### src/rtl/acumulador_produtos.sv
// acumulador_produtos
// Sums a group of unsigned products coming from the sequential multiplier and
// hands the group total to the next stage. The sum saturates to all ones, with
// a sticky overflow flag.
//
// State table:
//   OCIOSO     | waiting for the first product of a group
//   ACUMULANDO | group open, adding products
//   ENTREGA    | result held on the outputs until the consumer takes it
//
// Ports:
//   clock          rising-edge clock
//   start          asynchronous active-high reset
//   produto        unsigned product from the multiplier
//   produto_valido produto is valid this cycle
//   ultimo         with produto_valido: this product closes the group
//   entrada_pronta block accepts a product this cycle
//   soma           group total, saturated
//   contagem       number of products in the group
//   estouro        sticky: the group sum did not fit in LARG_SOMA bits
//   saida_valida   soma/contagem/estouro hold a completed group
//   saida_aceita   consumer takes the result
module acumulador_produtos #(
  parameter int LARG_PROD  = 16,
  parameter int LARG_SOMA  = 24,
  parameter int MAX_TERMOS = 16
) (
  input  logic                             clock,
  input  logic                             start,
  input  logic [LARG_PROD-1:0]             produto,
  input  logic                             produto_valido,
  input  logic                             ultimo,
  output logic                             entrada_pronta,
  output logic [LARG_SOMA-1:0]             soma,
  output logic [$clog2(MAX_TERMOS+1)-1:0]  contagem,
  output logic                             estouro,
  output logic                             saida_valida,
  input  logic                             saida_aceita
);

  localparam int LARG_CONT = $clog2(MAX_TERMOS + 1);
  localparam logic [LARG_CONT-1:0] MAX_CONT = LARG_CONT'(MAX_TERMOS);

  typedef enum logic [1:0] {
    OCIOSO,
    ACUMULANDO,
    ENTREGA
  } estado_t;

  estado_t estado;

  logic                 transfere;
  logic [LARG_SOMA:0]   produto_ext;
  logic [LARG_SOMA:0]   soma_ampla;
  logic [LARG_CONT-1:0] contagem_prox;

  // entrada_pronta is registered and is exactly "not in ENTREGA", so it is the
  // acceptance qualifier as well as the output.
  assign transfere     = produto_valido & entrada_pronta;
  assign produto_ext   = (LARG_SOMA + 1)'(produto);
  // One extra bit so the carry-out shows the overflow.
  assign soma_ampla    = {1'b0, soma} + produto_ext;
  assign contagem_prox = contagem + LARG_CONT'(1);

  always_ff @(posedge clock or posedge start) begin
    if (start) begin
      estado         <= OCIOSO;
      soma           <= '0;
      contagem       <= '0;
      estouro        <= 1'b0;
      saida_valida   <= 1'b0;
      entrada_pronta <= 1'b1;
    end else begin
      case (estado)
        OCIOSO: begin
          if (transfere) begin
            soma     <= produto_ext[LARG_SOMA-1:0];
            contagem <= LARG_CONT'(1);
            estouro  <= 1'b0;
            if (ultimo || (MAX_CONT == LARG_CONT'(1))) begin
              estado         <= ENTREGA;
              entrada_pronta <= 1'b0;
              saida_valida   <= 1'b1;
            end else begin
              estado <= ACUMULANDO;
            end
          end
        end

        ACUMULANDO: begin
          if (transfere) begin
            contagem <= contagem_prox;
            // Once saturated, stay saturated until the group ends.
            if (soma_ampla[LARG_SOMA] || estouro) begin
              soma    <= '1;
              estouro <= 1'b1;
            end else begin
              soma <= soma_ampla[LARG_SOMA-1:0];
            end
            if (ultimo || (contagem_prox == MAX_CONT)) begin
              estado         <= ENTREGA;
              entrada_pronta <= 1'b0;
              saida_valida   <= 1'b1;
            end
          end
        end

        ENTREGA: begin
          // The result registers stay as they are; the next group's first
          // transfer overwrites them.
          if (saida_aceita) begin
            estado         <= OCIOSO;
            saida_valida   <= 1'b0;
            entrada_pronta <= 1'b1;
          end
        end

        default: begin
          estado         <= OCIOSO;
          saida_valida   <= 1'b0;
          entrada_pronta <= 1'b1;
        end
      endcase
    end
  end

endmodule
### config.mk
export PLATFORM = sky130hd
export DESIGN_NAME = acumulador_produtos
export DESIGN_NICKNAME = d
export VERILOG_FILES = /design/src/rtl/acumulador_produtos.sv
export SDC_FILE = /design/constraint.sdc
export NUM_CORES = 1
export LEC_CHECK = 0
export BUFFER_PORTS_ARGS = -buffer_cell sky130_fd_sc_hd__buf_2
export CORE_MARGIN = 5
export CORE_UTILIZATION = 35
export DETAILED_ROUTE_END_ITERATION = 7
export PLACE_DENSITY = 0.65
export SLEW_MARGIN = 40
export SYNTH_ARGS = -nofsm -noshare
export SYNTH_HDL_FRONTEND = slang
export SYNTH_SLANG_ARGS = --single-unit
### constraint.sdc
create_clock -name clock -period 8.1 [get_ports clock]
set_clock_uncertainty 0.2 [all_clocks]
set_input_delay 1.62 -clock clock [delete_from_list [all_inputs] [get_ports clock]]
set_output_delay 1.62 -clock clock [all_outputs]
set_load 0.01 [all_outputs]
==> run metrics, run 1 <==
CP Class primary input to flop; cell with the most instances after synthesis o21ai_0; fmax 241 MHz; Syn Inst Count 306; asr flop ratio synth 1.00; pin count of the biggest net entering global routing 35; Crit. End Element flop; Syn Area/Cell 8.56 sq um; TritonRoute pass-1 iters 4; Starting Density 0.361; measured slew at the worst slew-check pin 0.624 ns; first-pass GRT wire length 12.0 mm; P_sw just under 0.08 mW; # DRC 0; floorplan core area slightly above 7000 sq um; synth top area cells dfrtp_1 (32%), ha_1 (8.1%), o21ai_0 (6.9%), a21oi_1 (5.4%), or3_1 (5.3%); Routed WL between 7 and 8 mm; first-iteration detailed-routing DRC count 130; Post-CTS Hold Fix Bufs 0; initial antenna violation count 0; layout cells sized above 1 0.209; logic gate share of total power 0.083; # resized after CTS 0; n_diodes 0; total power draw 0.328 mW; synthesis-to-finish area growth 16.6%; endpoints failing hold 0; post-DR wirelength/cell between 15 and 20 microns; vias in the first global route between 2,000 and 2,500; flop2flop setup slack 5.00 ns; H-tree levels 2; GRT Total Usage 0.163; Root Driver clkbuf_8; Int Pwr 0.249 mW; Cell Pwr Density 108 nW/um^2; Min-Delay Path Depth 1; Vias/cell approximately 5.5; Worst Hold Launch saida_valida; #FFs+latches synth 34; post-DP HPWL 5.13 mm; RSZ-0062 raised after global routing false; worst-skew pair later-pin latency 0.28 ns; Net Count, Synth 345; synth cell count leaders o21ai_0 (36), dfrtp_1 (33), nand2_1 (29), a21oi_1 (28), or3_1 (22); Sink Count 34; Pleak 1.47 nW; IO Count 53; crit path launch type primary input; Worst R2R Start soma[0]; Die X-Extent 96.5 microns; Post-synth EDFFs 0; WHS Endpoint saida_valida; path depth of the worst reg2reg path 8; CP Data Arrival Time 4.08 ns; CTS Buf Count 5; RR Endpoint soma[14]; sw frac 0.241; Sequential Power Share 0.517; Yosys top cell by area dfrtp_1; post-route minimum period 4.15 ns; overall die height between 90 and 100 microns; outcome finished, final reports clean; Final Cycle Share 0.512; Yosys top cell area share 0.315; clk slew on worst S/H paths 0.07 ns; CTS tree done; YS warnings 0; row count 31; GP Congestion 0.832; max-cap viol count 0; Antenna Nets Post-Route 0; hold crit path type flop to flop; die footprint between 9000 and 10,000 sq um; Yosys cell types 53; maximum fanout along the worst path 12; GR Overflow Total 0; final setup violation count 0; Pins Over Slew Limit 0; Vias 2,501; PortBufs 52; Setup Fix Bufs, Post-CTS 0; Max-slew headroom 0.584; Worst EP required 8.03 ns; Syn Std Cell Area roughly 2600 sq um; clock share of power 0.400; Fillers 762; final net count 392; Max Root-Sink Buffers 2; Worst VDD drop 0.0765 mV; post-synthesis sequential area ratio 0.325; setup_tns 0 ns; main flop type after synthesis dfrtp_1
## cell usage in the layout, fill, tap and decap left out, types with 4 or more instances in the layout
| cell type | count |
|---|---|
| xnor2_1 | 6 |
| or3_1 | 22 |
| and3_1 | 4 |
| clkbuf_8 | 6 |
| buf_2 | 52 |
| a31oi_1 | 8 |
| mux2i_1 | 4 |
| ha_1 | 17 |
| dfrtp_1 | 33 |
| nor2_1 | 12 |
| a21oi_1 | 28 |
| and2_1 | 5 |
| inv_1 | 6 |
| nand3_1 | 12 |
| a21o_1 | 7 |
| o21ai_0 | 36 |
| nand2_1 | 29 |
| xor2_1 | 7 |
## layer usage
metal  track usage  vias to the layer above  wire length (microns)
li1              -                     1230                      -
met1         0.235                     1194                   3480
met2         0.256                       72                   3190
met3        0.0294                        5                    340
met4        0.0350                        0                     46
met5             0                        -                      0
## final cells by class
cell class	instances	area, sq um	share of cell area
multi-input cells	252	1690	0.553
flip-flops and latches	34	852	0.279
repair buffers	54	275	0.0902
well taps	99	124	0.0406
clock buffers	7	86.3	0.0283
inverters	6	22.5	0.00738
clock inverters	1	5.00	0.00164
## state kept, by name, summed over array words and instances (netlist names)
| name | count |
|---|---|
| saida_valida | 1 |
| entrada_pronta | 1 |
| contagem | 5 |
| soma | 24 |
| estado | 2 |
| estouro | 1 |
## critical path, cell delays in order
cell and delay (ns):
buf_2 0.10, ha_1 0.21, fa_1 0.40, a21o_1 0.23
a221oi_4 0.41, o22ai_4 0.16, o31ai_4 0.27, and2_1 0.53
a21oi_1 0.14
## power groups by stage
stage	logic (mW)	clock network [mW]	registers, mW
after floorplan	0.0166	0	0.173
after global placement	0.0270	0	0.173
after detailed placement	0.0274	0	0.173
after CTS	0.0275	0.134	0.170
after global routing	0.0308	0.142	0.170
final	0.0271	0.131	0.170
## per-stage QoR
step | util | cells | setup slack (ns) | cell area (sq um) | hold WS (ns)
finish | 0.421 | 453 | 3.95 | 3050 | 0.280
global route | 0.421 | 453 | 3.77 | 3050 | 0.308
CTS | 0.421 | 453 | 3.93 | 3050 | 0.281
detailed placement | 0.408 | 445 | 3.65 | 2960 | 0.264
global placement | 0.408 | 445 | 3.73 | 2960 | 0.261
floorplan | - | 306 | 3.96 | 2620 | 0.267
## kinds of logic (layout without fill, tap and decap cells)
kind of cell               after synthesis  count (layout)  synth area share
xor gates and xnor gates                13              13            0.0435
muxes                                    6               6            0.0239
adders and majority gates               18              18            0.0889
AOI/OAI and AO/OA                      109             109             0.273
and+or+nand+nor                        106             106             0.215
DFF                                     34              34             0.325
buffers and inverters                   20              68            0.0311
## how the worst max path moves through the flow
stage	startpoint	to	cells after the start	slack [ns]
floorplan	produto[0]	soma[16]	8	3.96
global placement	produto[0]	soma[16]	9	3.73
detailed placement	produto[0]	soma[15]	9	3.65
CTS	produto[0]	soma[14]	9	3.93
global route	produto[0]	soma[14]	9	3.77
finish	produto[0]	soma[14]	9	3.95
(Power assumes the default switching activity.)
==> inputs of run 2 (changes only) <==
--- a/config.mk
+++ b/config.mk
@@ -5,11 +5,12 @@
 export SDC_FILE = /design/constraint.sdc
 export NUM_CORES = 1
 export LEC_CHECK = 0
+export ABC_AREA = 1
 export BUFFER_PORTS_ARGS = -buffer_cell sky130_fd_sc_hd__buf_2
 export CORE_MARGIN = 5
 export CORE_UTILIZATION = 35
 export DETAILED_ROUTE_END_ITERATION = 7
-export PLACE_DENSITY = 0.65
+export PLACE_DENSITY = 0.64
 export SLEW_MARGIN = 40
 export SYNTH_ARGS = -nofsm -noshare
 export SYNTH_HDL_FRONTEND = slang
==> constraint.sdc (replaced) <==
create_clock -name clock -period 3.9 [get_ports clock]
set_clock_uncertainty 0.2 [all_clocks]
set_input_delay 0.78 -clock clock [delete_from_list [all_inputs] [get_ports clock]]
set_output_delay 0.78 -clock clock [all_outputs]
set_load 0.01 [all_outputs]
==> run 2 against run 1 <==
Compared with the run above: clock power increased to 2.6 times the previous value; register-to-register slack got worse by 3.6 ns; via count increased by 26%; power increased by 130%; largest power group unchanged.
==> run metrics, run 2 <==
post-layout util 0.411 (was 0.421); GRT Total Usage 0.163 (about the same); Starting Density 0.355 (was 0.361); Sink Count 34 (unchanged); Post-CTS Hold Fix Bufs 0 (unchanged); PortBufs 52 (unchanged); pin count of the biggest net entering global routing 29 (was 35); most frequent cells in the layout nand2_1 (187), inv_1 (72), buf_2 (52) (was buf_2 (52), o21ai_0 (36), dfrtp_1 (33)); Int Pwr 0.564 mW (was 0.249 mW); leading cell type in the layout, fill and taps excluded nand2_1 (was buf_2); # DRC 0 (unchanged); YS warnings 0 (unchanged); hold crit path type flop to flop (unchanged); most frequent CP cell nand2_1; TritonRoute pass-1 iters 6 (was 4); P_sw 0.197 mW (was 0.0793 mW); die footprint 10,700 sq um (was 9310 sq um); # resized after CTS 0 (unchanged); Worst EP required 3.90 ns (was 8.03 ns); clock share of power 0.456 (was 0.400); H-tree levels 2 (unchanged); CTS Buf Count 5 (unchanged); Post-synth EDFFs 0 (unchanged); critical-path cell list buf_2, ha_1, fa_1, nand2_1, nand2_1, nand3_1, nand2_2, nand2_2, nand4_4, inv_1, nand2_1, nand2_1, nand2_1 (was buf_2, ha_1, fa_1, a21o_1, a221oi_4, o22ai_4, o31ai_4, and2_1, a21oi_1); max-cap viol count 0 (unchanged); row count 34 (was 31); Die X-Extent 104 microns (was 96.5 microns); initial antenna violation count 0 (unchanged); Root Driver clkbuf_8 (unchanged); Antenna Nets Post-Route 0 (unchanged); crit path launch type primary input (unchanged); measured slew at the worst slew-check pin 0.530 ns (was 0.624 ns); Syn Area/Cell 6.25 sq um (was 8.56 sq um); floorplan core area 8640 sq um (was 7250 sq um); GP Congestion 0.881 (was 0.832); #FFs+latches synth 34 (unchanged); IO Count 53 (unchanged); most flop-heavy register soma (unchanged); overall die height 104 microns (was 96.5 microns); Net Count, Synth 530 (was 345); Yosys top cell by area dfrtp_1 (unchanged); vias in the first global route 3,225 (was 2,412); CP Data Arrival Time 2.63 ns (was 4.08 ns); Max Root-Sink Buffers 2 (unchanged); GR Overflow Total 0 (unchanged); layout cells sized above 1 0.187 (was 0.209); Fillers 948 (was 762); cell with the most instances after synthesis nand2_1 (was o21ai_0); synthesis-to-finish area growth 15.6% (was 16.6%); post-synthesis sequential area ratio 0.278 (was 0.325); RSZ-0062 raised after global routing false (unchanged); fmax between 300 and 400 MHz; first-iteration detailed-routing DRC count 147 (was 130); Yosys cell types 31 (was 53); Worst VDD drop 0.204 mV (was 0.0765 mV); Syn Inst Count 491 (was 306); n_diodes 0 (unchanged); final setup violation count 0 (unchanged); sw frac 0.258 (was 0.241); outcome finished, final reports clean (unchanged); Pleak 2.02 nW (was 1.47 nW); CP max stage delay 0.41 ns (was 0.53 ns); Routed WL 8.42 mm (was 7.06 mm); max reg flops 24 (unchanged); dpl cells 646 (was 445); main flop type after synthesis dfrtp_1 (unchanged); endpoints failing hold 0 (unchanged); maximum fanout along the worst path 15 (was 12); Vias/cell 4.81 (was 5.52); setup ws final 1.27 ns (was 3.95 ns); clk slew on worst S/H paths 0.08 ns (was 0.07 ns); post-DR wirelength/cell 12.9 microns (was 15.6 microns); critical path's slowest cell fa_1 (was and2_1); Sequential Power Share 0.463 (was 0.517); post-route minimum period roughly 2.6 ns; Max-slew headroom 0.646 (was 0.584); first-pass GRT wire length 14.7 mm (was 12.0 mm); CP Class primary input to flop (unchanged); setup slack at placement 0.929 ns (was 3.65 ns); Pins Over Slew Limit 0 (unchanged); Vias 3,149 (was 2,501); Crit. End Element flop (unchanged); CTS tree done (unchanged); Yosys top cell area share 0.269 (was 0.315); post-DP HPWL 6.61 mm (was 5.13 mm); worst-skew pair later-pin latency 0.30 ns (was 0.28 ns); fin cells 654 (was 453); Syn Std Cell Area 3070 sq um (was 2620 sq um); Setup Fix Bufs, Post-CTS 0 (unchanged); setup_tns 0 ns (unchanged); logic gate share of total power 0.081 (was 0.083); final net count 584 (was 392); synth top area cells dfrtp_1 (27%), nand2_1 (23%), inv_1 (8.9%), ha_1 (6.9%), nand3_1 (5.5%) (was dfrtp_1 (32%), ha_1 (8.1%), o21ai_0 (6.9%), a21oi_1 (5.4%), or3_1 (5.3%)); synth cell count leaders nand2_1 (187), inv_1 (73), nor2_1 (39), nand3_1 (34), dfrtp_1 (33) (was o21ai_0 (36), dfrtp_1 (33), nand2_1 (29), a21oi_1 (28), or3_1 (22)); biggest regs soma (24), contagem (5), estado (2) (unchanged); Cell Pwr Density 215 nW/um^2 (was 108 nW/um^2); asr flop ratio synth 1.00 (unchanged); Final Cycle Share 0.675
==> run 2: changes by cell type after synthesis, sizes merged, moves of 8 or more <==
cell and change:
nand2 +165, inv +69, nor2 +42, nand3 +22
or3 -22, a21oi -11, a31oi -8
==> run 2: worst paths after layout <==
path,startpoint,end,slack [ns],cells after the start
worst max-delay path,produto[0],soma[10],1.27,13
worst min register to register,saida_valida,saida_valida,0.28,2
min in group asynchronous,start,soma[4],0.30,2
worst min-delay path,saida_valida,saida_valida,0.28,2
max in group asynchronous,start,soma[19],2.63,3
worst max register to register,soma[0],soma[10],1.45,12
==> run 2: cell families (layout without fill, tap and decap cells) <==
kind of cell / Yosys count / in the layout / share of synthesized area
XOR/XNOR: 10 / 10 / 0.0285
AO/OA/AOI/OAI: 54 / 54 / 0.104
AND/OR/NAND/NOR: 293 / 293 / 0.407
flip-flops: 34 / 34 / 0.278
buffers and inverters: 82 / 137 / 0.107
adder cells (fa/ha/maj): 18 / 18 / 0.0758
==> run 2: metal layers <==
layer,part of all wire,GRT usage,wire length (microns),vias up
met1,0.46,0.202,3870,1443
met4,0.020,0.0600,167,0
met2,0.49,0.285,4150,61
met3,0.029,0.0230,241,12
li1,-,-,-,1633
met5,0,0,0,-
==> run 2: final cells by class <==
type / count / area, sq um / area share
clock buffer: 5 / 68.8 / 0.0194
clock inverter: 3 / 45.0 / 0.0127
inverter: 75 / 282 / 0.0794
multi-input combinational: 375 / 1890 / 0.533
sequential: 34 / 852 / 0.240
tap: 108 / 135 / 0.0381
timing repair buffer: 54 / 275 / 0.0776
==> run 2: worst max-delay path: cells and delay by family <==
| kind | cells | cell delay [ns] |
|---|---|---|
| and+or+nand+nor | 9 | 0.95 |
| adders and majority gates | 2 | 0.65 |
| buffers and inverters | 2 | 0.24 |
==> run 2: power groups by stage <==
| stage | combinational, mW | sequential [mW] | clock [mW] |
|---|---|---|---|
| global placement | 0.0614 | 0.359 | 0 |
| finish | 0.0618 | 0.352 | 0.347 |
| global route | 0.0710 | 0.352 | 0.365 |
| floorplan | 0.0383 | 0.359 | 0 |
| CTS | 0.0623 | 0.352 | 0.351 |
| detailed placement | 0.0620 | 0.359 | 0 |
==> run 2: per-stage QoR <==
stage	area, sq um	total power, mW	hold WS (ns)
after detailed placement	3430	0.421	0.265
after CTS	3550	0.766	0.285
after global placement	3430	0.421	0.260
final	3550	0.761	0.284
after floorplan	3070	0.398	0.275
after global routing	3550	0.789	0.308
==> inputs of run 3 (changes only) <==
--- a/config.mk
+++ b/config.mk
@@ -10,7 +10,7 @@
 export CORE_MARGIN = 5
 export CORE_UTILIZATION = 35
 export DETAILED_ROUTE_END_ITERATION = 7
-export PLACE_DENSITY = 0.64
+export PLACE_DENSITY = 0.66
 export SLEW_MARGIN = 40
 export SYNTH_ARGS = -nofsm -noshare
 export SYNTH_HDL_FRONTEND = slang
==> constraint.sdc (replaced) <==
create_clock -name clock -period 2.2 [get_ports clock]
set_clock_uncertainty 0.2 [all_clocks]
set_input_delay 0.44 -clock clock [delete_from_list [all_inputs] [get_ports clock]]
set_output_delay 0.44 -clock clock [all_outputs]
set_load 0.01 [all_outputs]
==> run 3 against run 2 <==
Compared with the run above: worst hold slack got worse by 0.24 ns; global-route usage about the same; first-iteration DRC count increased by 8.8%; worst setup slack got worse by 1.2 ns; highest routed layer unchanged.
==> run metrics, run 3 (synthesized netlist as in run 2, its figures left out) <==
TritonRoute pass-1 iters 4 (was 6); first-iteration detailed-routing DRC count 160 (was 147); maximum fanout along the worst path 7 (was 15); Crit. End Element flop (unchanged); total power draw 1.40 mW (was 0.761 mW); CTS tree done (unchanged); hold crit path type primary input to async pin (was flop to flop); final setup violation count 0 (unchanged); Die X-Extent 104 microns (unchanged); die footprint 10,700 sq um (unchanged); Vias 3,249 (was 3,149); GR Overflow Total 0 (unchanged); Final Instance Area 4020 sq um (was 3550 sq um); Vias/cell 4.72 (was 4.81); synthesis-to-finish area growth 30.9% (was 15.6%); fmax 471 MHz; Cell Pwr Density 348 nW/um^2 (was 215 nW/um^2); Root Driver clkbuf_8 (unchanged); initial antenna violation count 0 (unchanged); endpoints failing hold 0 (unchanged); Worst R2R Start soma[0] (unchanged); Starting Density 0.355 (unchanged); vias in the first global route 3,210 (was 3,225); Pins Over Slew Limit 0 (unchanged); PortBufs 52 (unchanged); max-cap viol count 0 (unchanged); CP Data Arrival Time 2.10 ns (was 2.63 ns); n_diodes 0 (unchanged); Pleak 2.23 nW (was 2.02 nW); Area after DPL 3670 sq um (was 3430 sq um); post-DP HPWL 6.70 mm (was 6.61 mm); CP Class flop to flop (was primary input to flop); Max-slew headroom 0.643 (was 0.646); layout cells sized above 1 0.281 (was 0.187); leading cell type in the layout, fill and taps excluded nand2_1 (unchanged); Post-CTS Hold Fix Bufs 0 (unchanged); measured slew at the worst slew-check pin 0.535 ns (was 0.530 ns); floorplan core area 8640 sq um (unchanged); Worst VDD drop 0.256 mV (was 0.204 mV); Routed WL 8.89 mm (was 8.42 mm); Sink Count 34 (unchanged); post-route minimum period 2.12 ns; post-DR wirelength/cell 12.9 microns (about the same); clk slew on worst S/H paths 0.08 ns (about the same); Antenna Nets Post-Route 0 (unchanged); outcome finished, final reports clean (unchanged); GRT Total Usage 0.163 (about the same); worst-skew pair later-pin latency 0.29 ns (was 0.30 ns); overall die height 104 microns (unchanged); final net count 618 (was 584); Max Root-Sink Buffers 2 (unchanged); # DRC 0 (unchanged); Fillers 912 (was 948); IO Count 53 (unchanged); biggest regs soma (24), contagem (5), estado (2) (unchanged); CTS Buf Count 5 (unchanged); row count 34 (unchanged); crit path launch type flop (was primary input); H-tree levels 2 (unchanged); GP Congestion 0.867 (was 0.881); Final Cycle Share 0.964; most frequent cells in the layout nand2_1 (178), inv_1 (72), buf_2 (52) (was nand2_1 (187), inv_1 (72), buf_2 (52)); max reg flops 24 (unchanged); Worst Setup SP soma[0] (was produto[0]); pin count of the biggest net entering global routing 35 (was 29); first-pass GRT wire length 14.9 mm (was 14.7 mm); flop2flop setup slack 0.08 ns (was 1.45 ns); most flop-heavy register soma (unchanged); Worst EP required 2.18 ns (was 3.90 ns)
run 3: cell types whose count changed in the layout (fill, tap and decap cells not counted), moves of 3 or more:
cell	before	now
nand2_2	7	15
nand3_1	34	31
nand3_2	0	3
ha_4	0	10
nand2_1	187	178
ha_1	17	5
buf_4	2	34
run 3: where the power goes:
group | internal (mW) | leakage [nW] | total (mW) | switching [mW]
combinational | 0.0646 | 1.72 | 0.146 | 0.0814
sequential | 0.624 | 0.451 | 0.624 | 0
clock | 0.370 | 0.0585 | 0.628 | 0.258
run 3: cell type report:
cell class | instances | area [sq um] | area share
clock buffers | 7 | 86.3 | 0.0215
multi-input cells | 375 | 2070 | 0.516
repair buffers | 88 | 561 | 0.139
flip-flops and latches | 34 | 852 | 0.212
clock inverters | 1 | 30.0 | 0.00747
inverters | 75 | 282 | 0.0700
well taps | 108 | 135 | 0.0336
run 3: worst paths after layout:
| check | end | cells after the start |
|---|---|---|
| setup / recovery | soma[1] | 11 |
| hold / removal | soma[13] | 3 |
| setup reg to reg | soma[1] | 11 |
| hold reg to reg | saida_valida | 2 |
| max in group asynchronous | entrada_pronta | 3 |
| min in group clock | entrada_pronta | 3 |
run 3: metrics by stage:
step | hold WS [ns] | utilization | TNS (ns) | setup slack, ns | cells
5_1_grt | 0.0829 | 0.465 | -0.0280 | -0.00880 | 688
3_3_place_gp | 0.260 | 0.425 | -2.90 | -0.143 | 675
6_report | 0.0416 | 0.465 | 0 | 0.0789 | 688
2_1_floorplan | 0.275 | - | 0 | 0.00822 | 491
3_5_place_dp | 0.265 | 0.425 | -4.31 | -0.217 | 675
4_1_cts | 0.0560 | 0.439 | 0 | 0.0108 | 683
run 3: timing repair:
| item | 4_1_cts | 5_1_grt |
|---|---|---|
| gates cloned | 0 | 1 |
| buffers inserted | 0 | 4 |
| pin swaps | 0 | 2 |
| resized for setup | 2 | 31 |
| endpoints found under the setup margin | 7 | 25 |
run 3: critical path, cell delays in order (launching register included):
cell	delay, ns
dfrtp_1	0.40
ha_2	0.19
fa_2	0.35
nand2_2	0.08
nand2_2	0.07
nand3_2	0.08
nand2_2	0.08
nand2_4	0.08
nand4_4	0.12
clkbuf_16	0.21
nor2_2	0.10
o21ai_2	0.06
run 3: metal layers:
layer,track usage,part of all wire
met5,0,0
met4,0.0525,0.014
met2,0.285,0.50
met3,0.0211,0.031
met1,0.206,0.46
